`config.mk`:
```
export PLATFORM = sky130hd
export DESIGN_NAME = blastn_hit_collector_flat
export DESIGN_NICKNAME = d
export VERILOG_FILES = /design/src/rtl/blastn_hit_collector_if.sv /design/src/rtl/blastn_hit_collector.sv /design/src/flat_wrapper.sv
export SDC_FILE = /design/constraint.sdc
export NUM_CORES = 1
export LEC_CHECK = 0
export CAP_MARGIN = 20
export CORE_MARGIN = 2
export CORE_UTILIZATION = 59
export CTS_BUF_LIST = sky130_fd_sc_hd__clkbuf_16
export DETAILED_ROUTE_END_ITERATION = 7
export GPL_TIMING_DRIVEN = 0
export PLACE_DENSITY = 0.87
export RECOVER_POWER = 50
export SLEW_MARGIN = 5
export SYNTH_ARGS = -nofsm -noshare
export SYNTH_HDL_FRONTEND = slang
export SYNTH_SLANG_ARGS = --single-unit
```
`constraint.sdc`:
```
create_clock -name array_clk -period 5.8 [get_ports array_clk]
set_clock_uncertainty 0.1 [all_clocks]
set_input_delay 1.74 -clock array_clk [delete_from_list [all_inputs] [get_ports array_clk]]
set_output_delay 1.74 -clock array_clk [all_outputs]
set_load 0.05 [all_outputs]
```
`src/rtl/blastn_hit_collector_if.sv`:
```
// blastn_hit_collector_if: per-channel hit inputs and FIFO read-out port of the hit collector
interface blastn_hit_collector_if #(
    parameter int NUM_CH = 4,
    parameter int ADDR_W = 8,
    parameter int LEN_W  = 8,
    parameter int DEPTH  = 16
);
    localparam int CH_W  = $clog2(NUM_CH);
    localparam int CNT_W = $clog2(DEPTH) + 1;

    logic [NUM_CH-1:0]        ch_valid;
    logic [NUM_CH-1:0]        ch_ready;
    logic [NUM_CH*ADDR_W-1:0] ch_q_addr;
    logic [NUM_CH*ADDR_W-1:0] ch_s_addr;
    logic [NUM_CH*LEN_W-1:0]  ch_len;
    logic [LEN_W-1:0]         min_len;
    logic                     rd_en;
    logic [ADDR_W-1:0]        rd_q_addr;
    logic [ADDR_W-1:0]        rd_s_addr;
    logic [LEN_W-1:0]         rd_len;
    logic [CH_W-1:0]          rd_ch;
    logic                     rd_valid;
    logic                     empty;
    logic                     full;
    logic [CNT_W-1:0]         count;
    logic [15:0]              filt_cnt;

    modport master (
        output ch_valid, ch_q_addr, ch_s_addr, ch_len, min_len, rd_en,
        input  ch_ready, rd_q_addr, rd_s_addr, rd_len, rd_ch, rd_valid, empty, full, count, filt_cnt
    );

    modport slave (
        input  ch_valid, ch_q_addr, ch_s_addr, ch_len, min_len, rd_en,
        output ch_ready, rd_q_addr, rd_s_addr, rd_len, rd_ch, rd_valid, empty, full, count, filt_cnt
    );
endinterface

```
`src/rtl/blastn_hit_collector.sv`:
```
// blastn_hit_collector: merges NUM_CH hit channels through one-entry holds and a round-robin
// arbiter into a summary FIFO, translating channel-local query addresses to global ones.
// Optional length filter enabled by defining BLASTN_HIT_FILTER_EN.
module blastn_hit_collector #(
    parameter int NUM_CH  = 4,
    parameter int SEG_LEN = 32,
    parameter int ADDR_W  = 8,
    parameter int LEN_W   = 8,
    parameter int DEPTH   = 16
) (
    input logic                   array_clk,
    input logic                   reset,
    blastn_hit_collector_if.slave bus
);
    localparam int CH_W  = $clog2(NUM_CH);
    localparam int PTR_W = $clog2(DEPTH);
    localparam int CNT_W = PTR_W + 1;
    localparam int REC_W = 2 * ADDR_W + LEN_W + CH_W;

    logic [ADDR_W-1:0] r_hold_q   [NUM_CH];
    logic [ADDR_W-1:0] r_hold_s   [NUM_CH];
    logic [LEN_W-1:0]  r_hold_len [NUM_CH];
    logic [NUM_CH-1:0] r_hold_v;
    logic [CH_W-1:0]   r_ptr;
    logic [REC_W-1:0]  r_mem [DEPTH];
    logic [PTR_W-1:0]  r_wr_ptr;
    logic [PTR_W-1:0]  r_rd_ptr;
    logic [CNT_W-1:0]  r_count;
    logic [15:0]       r_filt_cnt;
    logic [ADDR_W-1:0] r_rd_q;
    logic [ADDR_W-1:0] r_rd_s;
    logic [LEN_W-1:0]  r_rd_len;
    logic [CH_W-1:0]   r_rd_ch;
    logic              r_rd_valid;

    logic [NUM_CH-1:0] w_grant;
    logic [NUM_CH-1:0] w_hs;
    logic [NUM_CH-1:0] w_drop;
    logic [NUM_CH-1:0] w_load;
    logic              w_gnt_any;
    logic [CH_W-1:0]   w_gnt_idx;
    logic [ADDR_W-1:0] w_q_global;
    logic [REC_W-1:0]  w_wr_rec;
    logic [16:0]       w_filt_sum;
    logic              w_full;
    logic              w_empty;
    logic              w_pop;

    assign w_full  = (r_count == CNT_W'(DEPTH));
    assign w_empty = (r_count == '0);
    assign w_pop   = bus.rd_en & ~w_empty;
    assign w_hs    = bus.ch_valid & bus.ch_ready;
    assign w_load  = w_hs & ~w_drop;

    // round-robin search starting just after the last granted channel; nothing granted while full
    always_comb begin
        logic [CH_W-1:0] cidx;
        w_grant   = '0;
        w_gnt_any = 1'b0;
        w_gnt_idx = '0;
        cidx      = '0;
        for (int k = 1; k <= NUM_CH; k++) begin
            cidx = CH_W'((int'(r_ptr) + k) % NUM_CH);
            if (!w_gnt_any && !w_full && r_hold_v[cidx]) begin
                w_gnt_any     = 1'b1;
                w_gnt_idx     = cidx;
                w_grant[cidx] = 1'b1;
            end
        end
    end

    // global query address: channel i covers query offset (NUM_CH-1-i)*SEG_LEN
    always_comb begin
        w_q_global = r_hold_q[w_gnt_idx] + ADDR_W'((NUM_CH - 1 - int'(w_gnt_idx)) * SEG_LEN);
        w_wr_rec   = {w_q_global, r_hold_s[w_gnt_idx], r_hold_len[w_gnt_idx], w_gnt_idx};
    end

`ifdef BLASTN_HIT_FILTER_EN
    // short hits complete their handshake but are not held
    always_comb begin
        w_drop = '0;
        for (int i = 0; i < NUM_CH; i++)
            w_drop[i] = w_hs[i] & (bus.ch_len[i*LEN_W +: LEN_W] < bus.min_len);
    end
`else
    assign w_drop = '0;
`endif

    // number of hits discarded this edge added to the running total
    always_comb begin
        w_filt_sum = {1'b0, r_filt_cnt};
        for (int i = 0; i < NUM_CH; i++)
            w_filt_sum = w_filt_sum + 17'(w_drop[i]);
    end

    // holding registers: a fresh capture wins over the clear caused by a grant
    always_ff @(posedge array_clk or negedge reset) begin
        if (!reset) begin
            r_hold_v <= '0;
            for (int i = 0; i < NUM_CH; i++) begin
                r_hold_q[i]   <= '0;
                r_hold_s[i]   <= '0;
                r_hold_len[i] <= '0;
            end
        end else begin
            r_hold_v <= w_load | (r_hold_v & ~w_grant);
            for (int i = 0; i < NUM_CH; i++) begin
                if (w_load[i]) begin
                    r_hold_q[i]   <= bus.ch_q_addr[i*ADDR_W +: ADDR_W];
                    r_hold_s[i]   <= bus.ch_s_addr[i*ADDR_W +: ADDR_W];
                    r_hold_len[i] <= bus.ch_len[i*LEN_W +: LEN_W];
                end
            end
        end
    end

    // arbiter pointer, FIFO pointers/occupancy and filter counter
    always_ff @(posedge array_clk or negedge reset) begin
        if (!reset) begin
            r_ptr      <= CH_W'(NUM_CH - 1);
            r_wr_ptr   <= '0;
            r_rd_ptr   <= '0;
            r_count    <= '0;
            r_filt_cnt <= '0;
        end else begin
            if (w_gnt_any)
                r_ptr <= w_gnt_idx;
            r_wr_ptr   <= r_wr_ptr + PTR_W'(w_gnt_any);
            r_rd_ptr   <= r_rd_ptr + PTR_W'(w_pop);
            r_count    <= r_count + CNT_W'(w_gnt_any) - CNT_W'(w_pop);
            r_filt_cnt <= w_filt_sum[16] ? 16'hFFFF : w_filt_sum[15:0];
        end
    end

    // FIFO storage; stale contents are harmless because occupancy is reset
    always_ff @(posedge array_clk) begin
        if (w_gnt_any)
            r_mem[r_wr_ptr] <= w_wr_rec;
    end

    // registered read-out of the FIFO head
    always_ff @(posedge array_clk or negedge reset) begin
        if (!reset) begin
            r_rd_q     <= '0;
            r_rd_s     <= '0;
            r_rd_len   <= '0;
            r_rd_ch    <= '0;
            r_rd_valid <= 1'b0;
        end else begin
            r_rd_valid <= w_pop;
            if (w_pop)
                {r_rd_q, r_rd_s, r_rd_len, r_rd_ch} <= r_mem[r_rd_ptr];
        end
    end

    assign bus.ch_ready  = ~r_hold_v | w_grant;
    assign bus.rd_q_addr = r_rd_q;
    assign bus.rd_s_addr = r_rd_s;
    assign bus.rd_len    = r_rd_len;
    assign bus.rd_ch     = r_rd_ch;
    assign bus.rd_valid  = r_rd_valid;
    assign bus.empty     = w_empty;
    assign bus.full      = w_full;
    assign bus.count     = r_count;
    assign bus.filt_cnt  = r_filt_cnt;
endmodule

```
`src/flat_wrapper.sv`:
```
// flat-port wrapper written by rule: the top's interface ports become plain ports
module blastn_hit_collector_flat 
#(
    parameter int NUM_CH  = 4,
    parameter int SEG_LEN = 32,
    parameter int ADDR_W  = 8,
    parameter int LEN_W   = 8,
    parameter int DEPTH   = 16
)
  (array_clk, reset, bus_ch_valid, bus_ch_q_addr, bus_ch_s_addr, bus_ch_len, bus_min_len, bus_rd_en, bus_ch_ready, bus_rd_q_addr, bus_rd_s_addr, bus_rd_len, bus_rd_ch, bus_rd_valid, bus_empty, bus_full, bus_count, bus_filt_cnt);
  blastn_hit_collector_if #(.NUM_CH(NUM_CH), .ADDR_W(ADDR_W), .LEN_W(LEN_W), .DEPTH(DEPTH)) bus_i ();
  input logic array_clk;
  input logic reset;
  input wire logic [$bits(bus_i.ch_valid)-1:0] bus_ch_valid;
  input wire logic [$bits(bus_i.ch_q_addr)-1:0] bus_ch_q_addr;
  input wire logic [$bits(bus_i.ch_s_addr)-1:0] bus_ch_s_addr;
  input wire logic [$bits(bus_i.ch_len)-1:0] bus_ch_len;
  input wire logic [$bits(bus_i.min_len)-1:0] bus_min_len;
  input wire logic [$bits(bus_i.rd_en)-1:0] bus_rd_en;
  output wire logic [$bits(bus_i.ch_ready)-1:0] bus_ch_ready;
  output wire logic [$bits(bus_i.rd_q_addr)-1:0] bus_rd_q_addr;
  output wire logic [$bits(bus_i.rd_s_addr)-1:0] bus_rd_s_addr;
  output wire logic [$bits(bus_i.rd_len)-1:0] bus_rd_len;
  output wire logic [$bits(bus_i.rd_ch)-1:0] bus_rd_ch;
  output wire logic [$bits(bus_i.rd_valid)-1:0] bus_rd_valid;
  output wire logic [$bits(bus_i.empty)-1:0] bus_empty;
  output wire logic [$bits(bus_i.full)-1:0] bus_full;
  output wire logic [$bits(bus_i.count)-1:0] bus_count;
  output wire logic [$bits(bus_i.filt_cnt)-1:0] bus_filt_cnt;
  assign bus_i.ch_valid = bus_ch_valid;
  assign bus_i.ch_q_addr = bus_ch_q_addr;
  assign bus_i.ch_s_addr = bus_ch_s_addr;
  assign bus_i.ch_len = bus_ch_len;
  assign bus_i.min_len = bus_min_len;
  assign bus_i.rd_en = bus_rd_en;
  assign bus_ch_ready = bus_i.ch_ready;
  assign bus_rd_q_addr = bus_i.rd_q_addr;
  assign bus_rd_s_addr = bus_i.rd_s_addr;
  assign bus_rd_len = bus_i.rd_len;
  assign bus_rd_ch = bus_i.rd_ch;
  assign bus_rd_valid = bus_i.rd_valid;
  assign bus_empty = bus_i.empty;
  assign bus_full = bus_i.full;
  assign bus_count = bus_i.count;
  assign bus_filt_cnt = bus_i.filt_cnt;
  blastn_hit_collector #(.NUM_CH(NUM_CH), .SEG_LEN(SEG_LEN), .ADDR_W(ADDR_W), .LEN_W(LEN_W), .DEPTH(DEPTH)) u_core (.array_clk(array_clk), .reset(reset), .bus(bus_i));
endmodule
```
# Word-level counts from Yosys, hierarchy flattened
# Memories as Yosys holds them, arrays and structs flattened. A register that Yosys moved wholly into a read port is not among the register bits.
# Cells that the tools add are included.
# Widths: inputs -> output; s select.
# word_totals
reg_bits,116
mem_bits_rw,416
in_bits,111
output_inout_bits,54
wordCells,107
mem_count,1
# classes
n_addsub,10
order_cmp,9
n_eq_ne,1
muxes,39
n_bitwise,12
n_reduce_logical,17
# memory_table
memory,depth,word_bits,read_ports,rd_ports_with_merged_regs,write_ports,line,source
u_core.r_mem,16,26,1,1,1,blastn_hit_collector.sv:25,logic [REC_W-1:0] r_mem [DEPTH];
# op_table
op,count
$bmux 8 s2,3
$mux 8,6
$or 4x4->4,5
$mux 4,4
$mux 1,14
$lt 2x3->1 const B,4
$logic_and 1x1->1,11
$add 4x1->4,2
$add 8x8->8,1
$and 4x4->4,2
$bmux 1 s2,4
$demux 1 s2,4
$ge 2x1->1 const B,4
$mux 2,4
$not 4->4,2
$add 5x1->5,1
$eq 5x5->1 const B,1
$logic_not 1->1,5
$logic_not 5->1,1
$sub 5x1->5,1
$add 2x1->2 const B,2
$add 2x2->2 const B,2
$ge 3x3->1 const B,1
$not 2->3,1
other kinds (3),3

# Longest topological paths before layout
# Gate-level depths: netlist of the first run.
# logic_depth
depth_word,22
ltp_mapped,16
depth_no_buf,15

# Least setup slack after synthesis of the first run
# No wires, ideal clock.
# synth_path
kind,flip-flop to flip-flop
startpoint,register u_core.r_ptr[0]
endpoint,"memory u_core.r_mem[0][0] (netlist name), enable pin"
setup_time_ps,442
t_arrival_ps,4175
required_time_ps,5258
setup_slack_ps,1084
path_stages_with_launch,9
path_buffers,1
synth_period_minus_slack_ps,4716
cell_sequence,dfstp_2 clkbuf_1 inv_1 ha_1 mux4_2 nor3_4 a21o_1 or3_1 nor3_1
# synth_via
elab_chain_len,19
elab_cells_between_ends,28
cone_classes,add/sub: 4; mux: 14; reduce/logical: 10
# synth_rtl
element,line,source
start: declaration,blastn_hit_collector.sv:24,logic [CH_W-1:0] r_ptr;
start signal: assignment,blastn_hit_collector.sv:120,r_ptr <= CH_W'(NUM_CH - 1);
start signal: assignment,blastn_hit_collector.sv:127,r_ptr <= w_gnt_idx;
$add 2x1->2,blastn_hit_collector.sv:63,cidx = CH_W'((int'(r_ptr) + k) % NUM_CH);
$bmux 1 s2,blastn_hit_collector.sv:64,if (!w_gnt_any && !w_full && r_hold_v[cidx]) begin
$mux 1 (not written as such),blastn_hit_collector.sv:64,
$logic_and 1x1->1,blastn_hit_collector.sv:64,
$mux 1,blastn_hit_collector.sv:64,
$logic_not 1->1,blastn_hit_collector.sv:64,
$logic_and 1x1->1 (2 in a row),blastn_hit_collector.sv:64,
$mux 1,blastn_hit_collector.sv:64,
$logic_not 1->1,blastn_hit_collector.sv:64,
$logic_and 1x1->1 (2 in a row),blastn_hit_collector.sv:64,
$mux 1,blastn_hit_collector.sv:64,
$logic_not 1->1,blastn_hit_collector.sv:64,
$logic_and 1x1->1 (2 in a row),blastn_hit_collector.sv:64,
$mux 1 (*),blastn_hit_collector.sv:64,
$mux 1 (*),blastn_hit_collector.sv:137,if (w_gnt_any)
$mux 1 (not written as such) (*),blastn_hit_collector.sv:138,r_mem[r_wr_ptr] <= w_wr_rec;
end: declaration,blastn_hit_collector.sv:25,
# Every way passes the cells marked *; elsewhere a longest branch is shown, timed or not. The select of a mux whose other input is x is not followed.

# Worst setup path in the final report of the first run
# layout_path
startpoint,register u_core.r_ptr[0]
endpoint,output bus_ch_ready[1]
# layout_via
elab_chain_len,18
elab_cells_between_ends,53
cone_classes,add/sub: 4; order compare: 8; mux: 23; bitwise: 4; reduce/logical: 14
# layout_rtl
element,line,source
"parallel branches: the longest is 16 deep, another holds $lt 2x3->1",-,
$mux 4 (*),blastn_hit_collector.sv:64,
$or 4x4->4 (*),blastn_hit_collector.sv:156,assign bus.ch_ready = ~r_hold_v | w_grant;
end: declaration,flat_wrapper.sv:20,output wire logic [$bits(bus_i.ch_ready)-1:0] bus_ch_ready;
# Every way passes the cells marked *. The select of a mux whose other input is x is not followed.

==> results of run 1 <==
-- final timing paths --
path / end / slack, ps / cells after the start
max in group asynchronous: u_core.bus.count[4] / 1030 / 1
worst min-delay path: u_core.bus.rd_len[7] / 370 / 2
worst max register to register: u_core.r_mem[11][25] / 450 / 13
worst min register to register: u_core.bus.rd_len[7] / 370 / 2
min in group asynchronous: u_core.r_hold_q[16] / 2500 / 1
worst max-delay path: bus_ch_ready[1] / 380 / 8
-- state kept, by name, summed over array words and instances, names as in the netlist --
register              count
u_core.bus.rd_s_addr      8
u_core.r_hold_len        32
u_core.r_hold_q          32
u_core.bus.rd_valid       1
u_core.r_rd_ptr           4
u_core.r_mem            416
u_core.bus.rd_q_addr      8
u_core.r_wr_ptr           4
u_core.r_ptr              2
u_core.bus.count          5
u_core.bus.rd_ch          2
u_core.bus.rd_len         8
u_core.r_hold_s          32
u_core.r_hold_v           4
-- kinds of logic after synthesis --
group	synth area share
fa+ha+maj	0.00961
mux	0.195
xor+xnor	0.00382
compound gates	0.0382
flops	0.700
simple gates	0.0275
buf+inv	0.0250
other cells	0.000164
-- final cells by class --
class	instances	share of cell area
Sequential cell	558	0.597
Multi-Input combinational cell	605	0.229
Timing Repair Buffer	188	0.0676
Clock buffer	53	0.0494
Tap cell	518	0.0241
Buffer	83	0.0160
Clock inverter	45	0.0136
Inverter	22	0.00307
-- per-stage QoR --
stage,utilization,cells,setup TNS (ps)
detailed placement,0.667,1964,-818
global route,0.699,2072,0
floorplan,-,1268,0
finish,0.699,2072,0
global placement,0.650,1926,-514480
CTS,0.711,2062,0
-- cell usage in the layout, fill, tap and decap left out, types with 5 or more instances in the layout --
cell type and instances:
inv_1 31, o221ai_1 52, xor2_1 5, a21oi_1 11, buf_2 14, clkinv_2 11, nor2_1 19, xnor2_1 5
clkbuf_1 53, mux2_1 74, nand3_1 9, clkinv_1 13, mux2_4 6, mux2i_1 126, dlygate4sd3_1 33, o21ai_0 55
buf_6 8, mux2_2 19, nand2_1 65, conb_1 16, bufinv_16 6, clkbuf_16 53, edfxtp_1 416, clkdlybuf4s50_1 102
buf_1 6, mux4_2 82, dfrtp_1 140, buf_4 43, ha_1 16, nand2b_1 8
-- worst max-delay path, cell delays in order, from the launching register on --
cell and delay (ps):
dfstp_2 610, clkbuf_1 350, inv_1 180, ha_1 390, mux4_2 590, nor3_4 290, nand3_1 160, nand4b_2 140
clkbuf_2 300
-- per-layer routing --
| metal | vias up | track usage | wire [um] | part of all wire |
|---|---|---|---|---|
| met3 | 164 | 0.0490 | 5320 | 0.093 |
| li1 | 5428 | - | - | - |
| met4 | 0 | 0.127 | 2420 | 0.042 |
| met5 | - | 0 | 0 | 0 |
| met1 | 6731 | 0.363 | 21000 | 0.37 |
| met2 | 864 | 0.486 | 28700 | 0.50 |
-- what timing repair did --
item                                    in CTS  in global routing
endpoints found under the setup margin      20                 20
cloned                                       0                  0
resized for setup                            5                  9
setup buffers                                0                  0
==> impl_metrics.tcl, run 1 <==
set metrics [dict create \
    violations "capacitance limit, slew limit" \
    synth_edf_count 416 \
    cts_tree "built" \
    drv_slew 242 \
    gp_congestion 0.813 \
    fp-row-count 72 \
    numCtsBuffers 52 \
    ff_latch_area_sq_um 16000 \
    synthArstFlopShare 0.254 \
    die_y_um 201 \
    fp.dieW_um 201 \
    die-area_sq_um 40400 \
    required_ps 3960 \
    grt_pass1_wl_mm 84.9 \
    setup_violations 0 \
    area_growth_pct 17.3 \
    syn_area_sq_um 22900 \
    wirelength_mm 57.5 \
    grt_max_degree 76 \
    start_kind "flip-flop" \
    cp-end-kind "primary output" \
    rsz0062_at_grt "false" \
    via_count 13187 \
    critPathArrivalTime_ps 3580 \
    routedWlPerCell_um 27.7 \
    cts.path.max_buffers 3 \
    vias_per_cell 6.36 \
    dp_hpwl_mm 37.7 \
    rr_startpoint "u_core.r_ptr[0]" \
    antenna_left 0 \
    synth_cell_types 53 \
    setup_ws_ps 378 \
    hold_buffers 0 \
    synth_top_area_frac 0.545 \
    final_cell_area_sq_um 26900 \
    yosys.area.top_type "edfxtp_1" \
    synth_cells 1253 \
    tightest_slew_ps 3610 \
    finalCritPeriodShare 0.935 \
    clk_latency_ps 580 \
    grtUsageTotal 0.285 \
    fmax_mhz 184 \
    hold_slack_ps 375 \
    firstDrtPassIters 7 \
    htreeDepth 2 \
    synth_common_cells "416 x edfxtp_1, 140 x dfrtp_1, 129 x mux2i_1, 82 x mux4_2, 61 x nand2_1" \
    multiInputGateArea_sq_um 6150 \
    hold_viol_final 0 \
    synth.most_common_cell "edfxtp_1" \
    crit_type "reg -> out" \
    hold_path_class "reg -> reg" \
    yosysSeqAreaShare 0.700 \
    first_global_vias 13740 \
    max_slew_margin -1.41 \
    cap_violations 12 \
    core_sq_um 38500 \
    cts-root-buf "clkbuf_16" \
    dpl_cell_area_sq_um 25700 \
    fill_cells 2353 \
    first_iter_violations 1485 \
    ys.flop_type "edfxtp_1" \
    ys_ff_latch 558 \
    drc_errors 0 \
    start_util 0.596 \
    clk_pin_slew_ps 60 \
    cp_max_fo 10 \
    io_pins 165 \
    grt_overflow 0 \
    dp_slack_ps -51.5 \
    numClockSinks 558 \
    cp-startpoint "u_core.r_ptr[0]" \
    nNetsFinal 1638 \
    synthTopCellsByArea "edfxtp_1 55%, dfrtp_1 15%, mux4_2 8.1%, mux2i_1 5.6%, mux2_4 3.9%" \
    min_period_ps 5420 \
    antenna_found_initial 0 \
    syn_area_per_cell_sq_um 18.3 \
    drive_above_1_share 0.176 \
    portBuffers 140 \
    antenna_cells 0 \
    ys_warn_count 0 \
    min_from "u_core.bus.rd_len[7]" \
    status "complete, but fails checks" \
]
Power of run 1 is left out: the tool's default activity adds up to more than one toggle a clock period on the data nets, which glitch-free logic cannot reach.
==> run 2: changes to the inputs <==
--- a/config.mk
+++ b/config.mk
@@ -5,6 +5,7 @@
 export SDC_FILE = /design/constraint.sdc
 export NUM_CORES = 1
 export LEC_CHECK = 0
+export ABC_CLOCK_PERIOD_IN_PS = 5800
 export CAP_MARGIN = 20
 export CORE_MARGIN = 2
 export CORE_UTILIZATION = 59
@@ -13,7 +14,7 @@
 export GPL_TIMING_DRIVEN = 0
 export PLACE_DENSITY = 0.87
 export RECOVER_POWER = 50
-export SLEW_MARGIN = 5
+export SLEW_MARGIN = 15
 export SYNTH_ARGS = -nofsm -noshare
 export SYNTH_HDL_FRONTEND = slang
 export SYNTH_SLANG_ARGS = --single-unit
==> impl_metrics.tcl, run 2 (synthesized netlist as in run 1, its figures left out) <==
set metrics [dict create \
    status "complete, but fails checks" \
    violations "capacitance limit, slew limit" \
    max_slew_margin -1.37 \
    drive_above_1_share 0.180 \
    met1_usage 0.368 \
    cp-end-kind "flip-flop" \
    fmax_mhz 184 \
    cap_violations 11 \
    postLayoutCoreUtil 0.699 \
    vias_per_cell 6.35 \
    crit_top_cell "ha_1" \
    finalCritPeriodShare 0.938 \
    rr_startpoint "u_core.r_ptr[0]" \
    crit_type "reg -> reg" \
    clk_latency_ps 590 \
    drc_errors 0 \
    grt_pass1_wl_mm 85.3 \
    rsz0062_at_grt "false" \
    layout_commonest_cell "edfxtp_1" \
    cts_tree "built" \
    first_iter_violations 1450 \
    fill_cells 2343 \
    portBuffers 140 \
    numClockSinks 558 \
    cts.path.max_buffers 3 \
    die-area_sq_um 40400 \
    start_kind "flip-flop" \
    cp-startpoint "u_core.r_ptr[0]" \
    rrSetupSlack_ps 360 \
    clk_pin_slew_ps 60 \
    antenna_left 0 \
    area_growth_pct 17.3 \
    required_ps 5990 \
    use_met3 0.0494 \
    grt_use_met2 0.484 \
    nNetsFinal 1628 \
    crit_path_max_incr_delay_ps 620 \
    layout_common_cells "416 x edfxtp_1, 140 x dfrtp_1, 117 x mux2i_1, 102 x clkdlybuf4s50_1, 82 x mux4_2" \
    start_util 0.596 \
    firstDrtPassIters 5 \
    htreeDepth 2 \
    cp_num_buf_inv 5 \
    cts-root-buf "clkbuf_16" \
    cp.depth 13 \
    hold_path_class "reg -> reg" \
    fp.dieW_um 201 \
    grtUsageTotal 0.285 \
    grt_overflow 0 \
    largest-register "u_core.r_mem" \
    dp_hpwl_mm 37.1 \
    routedWlPerCell_um 27.9 \
    ff_latch_area_sq_um 16000 \
    min_from "u_core.bus.rd_len[7]" \
    drv_slew 230 \
    gp_congestion 0.813 \
    wirelength_mm 57.5 \
    setup_violations 0 \
    largest_reg_flops 416 \
    slowest_stage "buf_2" \
    die_y_um 201 \
    worstRegToRegCells 13 \
    io_pins 165 \
    multiInputGateArea_sq_um 6190 \
    antenna_found_initial 0 \
    hold_viol_final 0 \
    cp_max_fo 25 \
    fp-row-count 72 \
    tightest_slew_ps 3550 \
    cp_top_family "buffers and inverters" \
    grt-busiest-layer "met2" \
    reg2reg_to "u_core.r_mem[10][25]" \
    cp_cell_sequence "clkbuf_1 -> inv_1 -> ha_1 -> clkbuf_1 -> mux2_2 -> a21oi_1 -> nor4b_1 -> buf_2 -> buf_2 -> mux2i_1 -> ha_1 -> ha_1 -> mux2i_4" \
    core_sq_um 38500 \
    antenna_cells 0 \
    min_period_ps 5440 \
    hold_slack_ps 375 \
    endpoint "u_core.r_mem[10][25]" \
    critPathArrivalTime_ps 5640 \
    grt_max_degree 76 \
    first_global_vias 13640 \
    via_count 13109 \
    numCtsBuffers 53 \
]
## run 2: cell types whose count changed in the layout (fill, tap and decap cells not counted), sizes merged
cell	delta
buf	-9
inv	+2
clkinv	-1
clkinvlp	-2
bufinv	+1
## run 2: layout make-up
cell class | count | area share
plain buffers | 83 | 0.0161
flip-flops and latches | 558 | 0.597
clock inverters | 45 | 0.0145
multi-input cells | 605 | 0.230
repair buffers | 177 | 0.0640
inverters | 22 | 0.00307
well taps | 518 | 0.0241
clock buffers | 55 | 0.0512
## run 2: worst reg2reg max path, delay by kind of cell, from the launching register on
family / cells / cell delay, ps
buf+inv: 5 / 1900
simple gates: 1 / 240
compound gates: 1 / 180
mux: 3 / 1300
fa+ha+maj: 3 / 810
flops: 1 / 610
## run 2: how the worst min path moves through the flow
stage	end	slack, ps	cells past startpoint
after floorplan	u_core.r_hold_len[10]	360	1
after global placement	u_core.bus.rd_q_addr[7]	360	2
after detailed placement	u_core.bus.rd_len[7]	370	2
after CTS	u_core.bus.rd_len[7]	380	2
after global routing	u_core.r_rd_ptr[1]	410	1
final	u_core.bus.rd_len[7]	380	2
## run 2: layer usage
metal	vias up	wire length [um]	share of wire
met2	927	28700	0.50
met3	161	5350	0.093
met1	6622	20900	0.36
met4	0	2460	0.043
li1	5399	-	-
met5	-	0	0
## run 2: what timing repair did
| item | 4_1_cts | 5_1_grt |
|---|---|---|
| hold buffers | 0 | 0 |
| buffers inserted | 0 | 0 |
| setup endpoints to repair | 20 | 20 |
| resized for setup | 5 | 9 |
## run 2: through the flow
stage	area [sq um]	worst slack, ps	std cells	setup TNS, ps
floorplan	23000	1080	1268	0
global placement	25000	-3020	1926	-514480
detailed placement	25700	19.7	1962	0
CTS	27400	92.4	2062	0
global route	26900	202	2063	0
finish	26900	357	2063	0
Power of run 2 is left out for the same reason.
